<file path="src/rtl/dcache_pkg.sv">
// Shared geometry, state encoding and address-field helpers for the direct-mapped,
// write-through data cache.
package dcache_pkg;
  localparam int unsigned INDEX_BITS  = 4;
  localparam int unsigned OFFSET_BITS = 2;
  localparam int unsigned TAG_BITS    = 32 - INDEX_BITS - OFFSET_BITS - 2;
  localparam int unsigned LINES       = 1 << INDEX_BITS;
  localparam int unsigned WORDS       = 1 << OFFSET_BITS;

  typedef logic [TAG_BITS-1:0]    tag_t;
  typedef logic [INDEX_BITS-1:0]  index_t;
  typedef logic [OFFSET_BITS-1:0] offset_t;

  typedef enum logic [1:0] {S_IDLE, S_REFILL, S_WRITE, S_DONE} state_e;

  function automatic tag_t addr_tag(input logic [31:0] a);
    return a[31 -: TAG_BITS];
  endfunction

  function automatic index_t addr_index(input logic [31:0] a);
    return a[OFFSET_BITS+2 +: INDEX_BITS];
  endfunction

  function automatic offset_t addr_offset(input logic [31:0] a);
    return a[2 +: OFFSET_BITS];
  endfunction
endpackage

</file>
<file path="src/rtl/dcache_store.sv">
// Valid/tag/data arrays: combinational read, synchronous word write and line
// validate, async clear of the valid bits only.
module dcache_store
  import dcache_pkg::*;
(
  input  logic        clk,
  input  logic        rst,
  input  index_t      rd_idx_i,
  input  offset_t     rd_off_i,
  output logic        rd_valid_o,
  output tag_t        rd_tag_o,
  output logic [31:0] rd_data_o,
  input  logic        wr_en_i,
  input  index_t      wr_idx_i,
  input  offset_t     wr_off_i,
  input  logic [31:0] wr_data_i,
  input  logic        inv_en_i,
  input  index_t      inv_idx_i,
  input  logic        val_en_i,
  input  index_t      val_idx_i,
  input  tag_t        val_tag_i
);
  logic [31:0]      data_q [LINES][WORDS];
  tag_t             tag_q  [LINES];
  logic [LINES-1:0] valid_q;

  assign rd_valid_o = valid_q[rd_idx_i];
  assign rd_tag_o   = tag_q[rd_idx_i];
  assign rd_data_o  = data_q[rd_idx_i][rd_off_i];

  always_ff @(posedge clk) begin
    if (wr_en_i)  data_q[wr_idx_i][wr_off_i] <= wr_data_i;
    if (val_en_i) tag_q[val_idx_i] <= val_tag_i;
  end

  // Invalidate and validate never target the same cycle (miss detect vs. last refill word).
  always_ff @(posedge clk or negedge rst) begin
    if (!rst) begin
      valid_q <= '0;
    end else begin
      if (inv_en_i) valid_q[inv_idx_i] <= 1'b0;
      if (val_en_i) valid_q[val_idx_i] <= 1'b1;
    end
  end
endmodule

</file>
<file path="src/rtl/dcache_controller.sv">
// Direct-mapped write-through, no-write-allocate data-cache controller with
// whole-line refill over a req/ack memory port and saturating hit/miss counters.
module dcache_controller
  import dcache_pkg::*;
(
  input  logic        clk,
  input  logic        rst,
  input  logic        cpu_read,
  input  logic        cpu_write,
  input  logic [31:0] cpu_address,
  input  logic [31:0] cpu_write_data,
  output logic [31:0] cpu_read_data,
  output logic        cpu_stall,
  output logic        mem_req,
  output logic        mem_we,
  output logic [31:0] mem_address,
  output logic [31:0] mem_write_data,
  input  logic [31:0] mem_read_data,
  input  logic        mem_ack,
  output logic [31:0] hit_count,
  output logic [31:0] miss_count
);
  state_e      state_q;
  offset_t     cnt_q;
  tag_t        ref_tag_q;
  index_t      ref_idx_q;
  logic        mem_req_q, mem_we_q;
  logic [31:0] mem_addr_q, mem_wdata_q;
  logic [31:0] hit_q, miss_q;

  tag_t    cpu_tag;
  index_t  cpu_idx;
  offset_t cpu_off;
  logic    rd_valid, hit;
  tag_t    rd_tag;

  logic        st_wr_en, st_inv_en, st_val_en;
  index_t      st_wr_idx;
  offset_t     st_wr_off;
  logic [31:0] st_wr_data;

  assign cpu_tag = addr_tag(cpu_address);
  assign cpu_idx = addr_index(cpu_address);
  assign cpu_off = addr_offset(cpu_address);
  assign hit     = rd_valid && (rd_tag == cpu_tag);

  dcache_store u_store (
    .clk        (clk),
    .rst        (rst),
    .rd_idx_i   (cpu_idx),
    .rd_off_i   (cpu_off),
    .rd_valid_o (rd_valid),
    .rd_tag_o   (rd_tag),
    .rd_data_o  (cpu_read_data),
    .wr_en_i    (st_wr_en),
    .wr_idx_i   (st_wr_idx),
    .wr_off_i   (st_wr_off),
    .wr_data_i  (st_wr_data),
    .inv_en_i   (st_inv_en),
    .inv_idx_i  (cpu_idx),
    .val_en_i   (st_val_en),
    .val_idx_i  (ref_idx_q),
    .val_tag_i  (ref_tag_q)
  );

  // Store write port: CPU store hit in IDLE, refill word on ack in REFILL.
  always_comb begin
    st_wr_en   = 1'b0;
    st_wr_idx  = cpu_idx;
    st_wr_off  = cpu_off;
    st_wr_data = cpu_write_data;
    st_inv_en  = 1'b0;
    st_val_en  = 1'b0;
    cpu_stall  = 1'b0;
    case (state_q)
      S_IDLE: begin
        st_wr_en  = cpu_write && hit;
        // A line under refill stays invalid until its last word lands.
        st_inv_en = !cpu_write && cpu_read && !hit;
        cpu_stall = cpu_write || (cpu_read && !hit);
      end
      S_REFILL: begin
        cpu_stall  = 1'b1;
        st_wr_en   = mem_ack;
        st_wr_idx  = ref_idx_q;
        st_wr_off  = cnt_q;
        st_wr_data = mem_read_data;
        st_val_en  = mem_ack && (cnt_q == offset_t'(WORDS-1));
      end
      S_WRITE: cpu_stall = 1'b1;
      default: cpu_stall = 1'b0;
    endcase
  end

  always_ff @(posedge clk or negedge rst) begin
    if (!rst) begin
      state_q     <= S_IDLE;
      cnt_q       <= '0;
      ref_tag_q   <= '0;
      ref_idx_q   <= '0;
      mem_req_q   <= 1'b0;
      mem_we_q    <= 1'b0;
      mem_addr_q  <= '0;
      mem_wdata_q <= '0;
      hit_q       <= '0;
      miss_q      <= '0;
    end else begin
      case (state_q)
        S_IDLE: begin
          if (cpu_write) begin
            mem_req_q   <= 1'b1;
            mem_we_q    <= 1'b1;
            mem_addr_q  <= {cpu_address[31:2], 2'b00};
            mem_wdata_q <= cpu_write_data;
            state_q     <= S_WRITE;
          end else if (cpu_read) begin
            if (hit) begin
              if (hit_q != '1) hit_q <= hit_q + 32'd1;
            end else begin
              if (miss_q != '1) miss_q <= miss_q + 32'd1;
              cnt_q      <= '0;
              ref_tag_q  <= cpu_tag;
              ref_idx_q  <= cpu_idx;
              mem_req_q  <= 1'b1;
              mem_we_q   <= 1'b0;
              mem_addr_q <= {cpu_tag, cpu_idx, {OFFSET_BITS{1'b0}}, 2'b00};
              state_q    <= S_REFILL;
            end
          end
        end
        S_REFILL: begin
          if (mem_ack) begin
            if (cnt_q == offset_t'(WORDS-1)) begin
              mem_req_q <= 1'b0;
              state_q   <= S_DONE;
            end else begin
              cnt_q      <= cnt_q + 1'b1;
              mem_addr_q <= {ref_tag_q, ref_idx_q, offset_t'(cnt_q + 1'b1), 2'b00};
            end
          end
        end
        S_WRITE: begin
          if (mem_ack) begin
            mem_req_q <= 1'b0;
            mem_we_q  <= 1'b0;
            state_q   <= S_DONE;
          end
        end
        default: state_q <= S_IDLE;
      endcase
    end
  end

  assign mem_req        = mem_req_q;
  assign mem_we         = mem_we_q;
  assign mem_address    = mem_addr_q;
  assign mem_write_data = mem_wdata_q;
  assign hit_count      = hit_q;
  assign miss_count     = miss_q;
endmodule

</file>
<file path="config.mk">
export PLATFORM = sky130hd
export DESIGN_NAME = dcache_controller
export DESIGN_NICKNAME = d
export VERILOG_FILES = /design/src/rtl/dcache_pkg.sv /design/src/rtl/dcache_store.sv /design/src/rtl/dcache_controller.sv
export SDC_FILE = /design/constraint.sdc
export NUM_CORES = 2
export LEC_CHECK = 0
export BUFFER_PORTS_ARGS = -buffer_cell sky130_fd_sc_hd__buf_2
export CORE_ASPECT_RATIO = 2
export CORE_MARGIN = 10
export CORE_UTILIZATION = 58
export CTS_BUF_LIST = sky130_fd_sc_hd__clkbuf_8
export CTS_CLUSTER_DIAMETER = 80
export DETAILED_ROUTE_END_ITERATION = 16
export PLACE_DENSITY = 0.82
export SLEW_MARGIN = 25
export SYNTH_ARGS = -nofsm -noshare
export SYNTH_HDL_FRONTEND = slang
export SYNTH_SLANG_ARGS = --single-unit
</file>
<file path="constraint.sdc">
create_clock -name clk -period 4.9 [get_ports clk]
set_clock_uncertainty 0.2 [all_clocks]
set_input_delay 0.98 -clock clk [delete_from_list [all_inputs] [get_ports clk]]
set_output_delay 0.98 -clock clk [all_outputs]
set_load 0.05 [all_outputs]
</file>
==> run_results.csv <==
group,metric,value,unit
global_route,grt_pass1_vias,54700,
cts,clock_path_buffers,4,
power_and_ir_drop,switching_share,0.268,
cts,clk-insertion-delay-late,0.93,ns
min_path,hp-class,"input pin to flop",
setup_path,crit_path_cell_trace,"buf_12 > buf_12 > buf_4 > bufbuf_16 > mux4_2 > mux4_2 > mux4_2 > buf_2",
die,dieArea,0.192,mm²
timing,slew_headroom,0.369,
route,wl_per_cell,34.7,µm
route,first_pass_iters,8,
route,viasPerCell,6.68,
cts,cts_tree,"built",
status,status,"finished, violations left",
setup_path,regToRegSetupSlack,0.77,ns
power_and_ir_drop,p_sw,13.4,mW
setup_path,required,3.72,ns
timing,slew_viol_final,0,
die,ioPinCount,264,
logic_synthesis,synth_edf_count,2432,
global_route,grtUsageTotal,0.280,
route,antenna_left,0,
timing,period_minus_slack,4.90,ns
power_and_ir_drop,leakagePower,39.1,nW
cts,cts_buffers,343,
global_route,antenna_found_initial,7,
min_path,holdPathStages,2,
setup_path,slowest_stage,"mux4_2",
logic_synthesis,synth-async-reset-ratio,0.0675,
logic_synthesis,yosysWarnings,0,
setup_path,startpoint_type,"input pin",
setup_path,slowest_delay,0.56,ns
die,initial_utilization,0.583,
finish,n_fill_cell,9677,
setup_path,path_common_cell,"mux4_2",
placement,finalWeightedCongestion,0.859,
finish,seqCellArea,0.0774,mm²
timing,fmax,0.204,GHz
global_route,grt_overflow_total,0,
route,num_vias,51900,
finish,drive_gt1_frac,0.389,
timing,hold_viol,0,
die,rows,216,
setup_path,critPathCaptureType,"primary output",
route,drt-total-wl,269000,µm
logic_synthesis,ys_seq_area_frac,0.766,
setup_path,worst-path-max-fanout,16,
die,dieWidth,315,µm
setup_path,cp_data_arrival_time,3.72,ns
logic_synthesis,synth_seq_cells,2608,
finish,multi_input_area,0.0232,mm²
cts,cts.clk_slew.worst_paths,0.07,ns
power_and_ir_drop,p_per_area,425,mW/mm²
power_and_ir_drop,combPwrFrac,0.135,
setup_path,reg2reg_depth,12,
timing,worst_slack,-0.00325,ns
logic_synthesis,synth_cells,4382,
route,drt_iter0_drc,6165,
power_and_ir_drop,power,50.0,mW
cts,h-tree-depth,5,
logic_synthesis,synth_top_flop_cell,"edfxtp_1",
logic_synthesis,syn-cell-area,0.101,mm²
die,core_area,0.173,mm²
logic_synthesis,synth_cell_type_count,65,
setup_path,worstSetupPathType,"input pin to primary output",
power_and_ir_drop,peakVddDrop,658,µV
global_route,grt_max_degree,94,
job,cap_violations,0,
power_and_ir_drop,pwr-share-seq,0.546,
finish,area_growth,16.5,%
timing,setup_viol_count_final,2,
placement,dp_hpwl,168000,µm
die,die_h,610,µm
route,drc,0,
timing,fin_crit_sh,1.00,
cts,numClockSinks,2608,
timing,worstMarginPinSlew,0.947,ns
cts,cts-root-buf,"clkbuf_8",
timing,grt_setup_unrepaired,"true",
global_route,grt_pass1_wl,384000,µm
power_and_ir_drop,internal-power,36.6,mW
logic_synthesis,syn_area_per_cell,23.1,µm²
power_and_ir_drop,p_clk_frac,0.320,
finish,finalNetCount,5307,
status,violations,"setup timing",
timing,holdWs,0.0893,ns
placement,numPortBuffers,259,
[cell usage in the layout (no fill, tap or decap), drive strengths merged, types with 10 or more instances in the layout]
| master | synthesis | routed |
|---|---|---|
| mux2 | 105 | 105 |
| inv | 18 | 119 |
| a21oi | 12 | 12 |
| a22oi | 16 | 16 |
| mux2i | 78 | 78 |
| bufinv | 0 | 21 |
| xnor2 | 49 | 49 |
| o21ai | 69 | 69 |
| nor2 | 115 | 115 |
| nand2b | 10 | 10 |
| xor2 | 36 | 36 |
| nand2 | 76 | 76 |
| nor3 | 13 | 13 |
| clkbuf | 93 | 366 |
| nand3 | 28 | 28 |
| buf | 131 | 690 |
| clkinv | 1 | 111 |
| nand4 | 15 | 15 |
| dfrtp | 176 | 176 |
| or2 | 23 | 23 |
| clkinvlp | 0 | 18 |
| and3 | 23 | 23 |
| edfxtp | 2432 | 2432 |
| nor2b | 13 | 13 |
| mux4 | 758 | 758 |
[metal layers]
layer  wire length (µm)  share of wire  track usage  vias to the layer above
li1                   -              -            -                    20200
met1              85900           0.32        0.328                    26800
met2             142000           0.53        0.485                     3935
met3              24200          0.090       0.0512                      906
met4              16900          0.063        0.153                        4
met5                 27        0.00010            0                        -
[logic make-up after synthesis]
logic type,Yosys count,synth area share
AOI/OAI and AO/OA,148,0.00952
xor gates and xnor gates,85,0.00737
adders and majority gates,7,0.000867
buffers and inverters,243,0.0108
DFF,2608,0.766
muxes,941,0.188
other,1,0.0000371
and+or+nand+nor,349,0.0170
[sequential cells by signal, indices dropped and copies added, names as in the netlist, 16 cells and up]
register	count
u_store.valid_q	16
mem_write_data	32
mem_address	30
ref_tag_q	24
hit_count	32
miss_count	32
u_store.tag_q	384
u_store.data_q	2048
[per-stage QoR]
| step | area [µm²] | setup WS [ns] | instances | TNS (ns) | utilization |
|---|---|---|---|---|---|
| 6_report | 118000 | -0.00325 | 7760 | -0.00519 | 0.680 |
| 5_1_grt | 118000 | -0.0144 | 7759 | -0.0541 | 0.680 |
| 4_1_cts | 118000 | -0.0519 | 7755 | -0.0519 | 0.679 |
| 3_5_place_dp | 111000 | -0.264 | 7129 | -321.85 | 0.639 |
| 3_3_place_gp | 111000 | -0.256 | 7128 | -210.59 | 0.638 |
| 2_1_floorplan | 102000 | -0.213 | 4383 | -119.25 | - |
[path summary, 6_finish.rpt]
kind	from	to
worst max-delay path	cpu_address[4]	cpu_read_data[19]
worst min-delay path	cpu_write_data[19]	mem_write_data[19]
worst max register to register	u_store.tag_q[14][9]	u_store.data_q[15][86]
worst min register to register	miss_count[11]	miss_count[11]
max in group asynchronous	rst	hit_count[28]
min in group asynchronous	rst	mem_write_data[14]
[repair_timing]
action / 4_1_cts / 5_1_grt
cloned: 2 / 1
hold buffers: 1 / 0
setup endpoints to repair: 33 / 8
pin swaps: 6 / 6
setup buffers: 9 / 1
gates resized for setup: 32 / 12
hold endpoints to repair: 91 / 0
[power groups by stage]
stage               combinational [mW]  clock (mW)  sequential (mW)
global placement                  6.30           0             27.7
CTS                               6.67        16.2             27.3
floorplan                         3.17           0             28.5
finish                            6.73        16.0             27.3
global route                      7.09        17.1             27.4
detailed placement                6.59           0             27.8
[cell type report]
class	instances	share of cell area
Clock inverter	250	0.0140
Multi-Input combinational cell	1532	0.197
Clock buffer	364	0.0425
Sequential cell	2608	0.658
Inverter	19	0.000606
Tap cell	2289	0.0243
Antenna cell	3	0.0000638
Timing Repair Buffer	695	0.0636
[Yosys cell counts, drive strengths merged (28+ instances only)]
library cell	count	share of area
mux4	758	0.17
o21ai	69	0.0035
mux2	105	0.012
mux2i	78	0.0077
buf	131	0.0066
nand3	28	0.0014
dfrtp	176	0.044
xnor2	49	0.0042
edfxtp	2432	0.72
xor2	36	0.0031
nor2	115	0.0043
clkbuf	93	0.0035
nand2	76	0.0028
[critical path, delay by kind of cell]
kind	cells	cell delay, ns
buffers and inverters	5	1.06
muxes	3	1.65
Power figures use the tool's default switching activity.
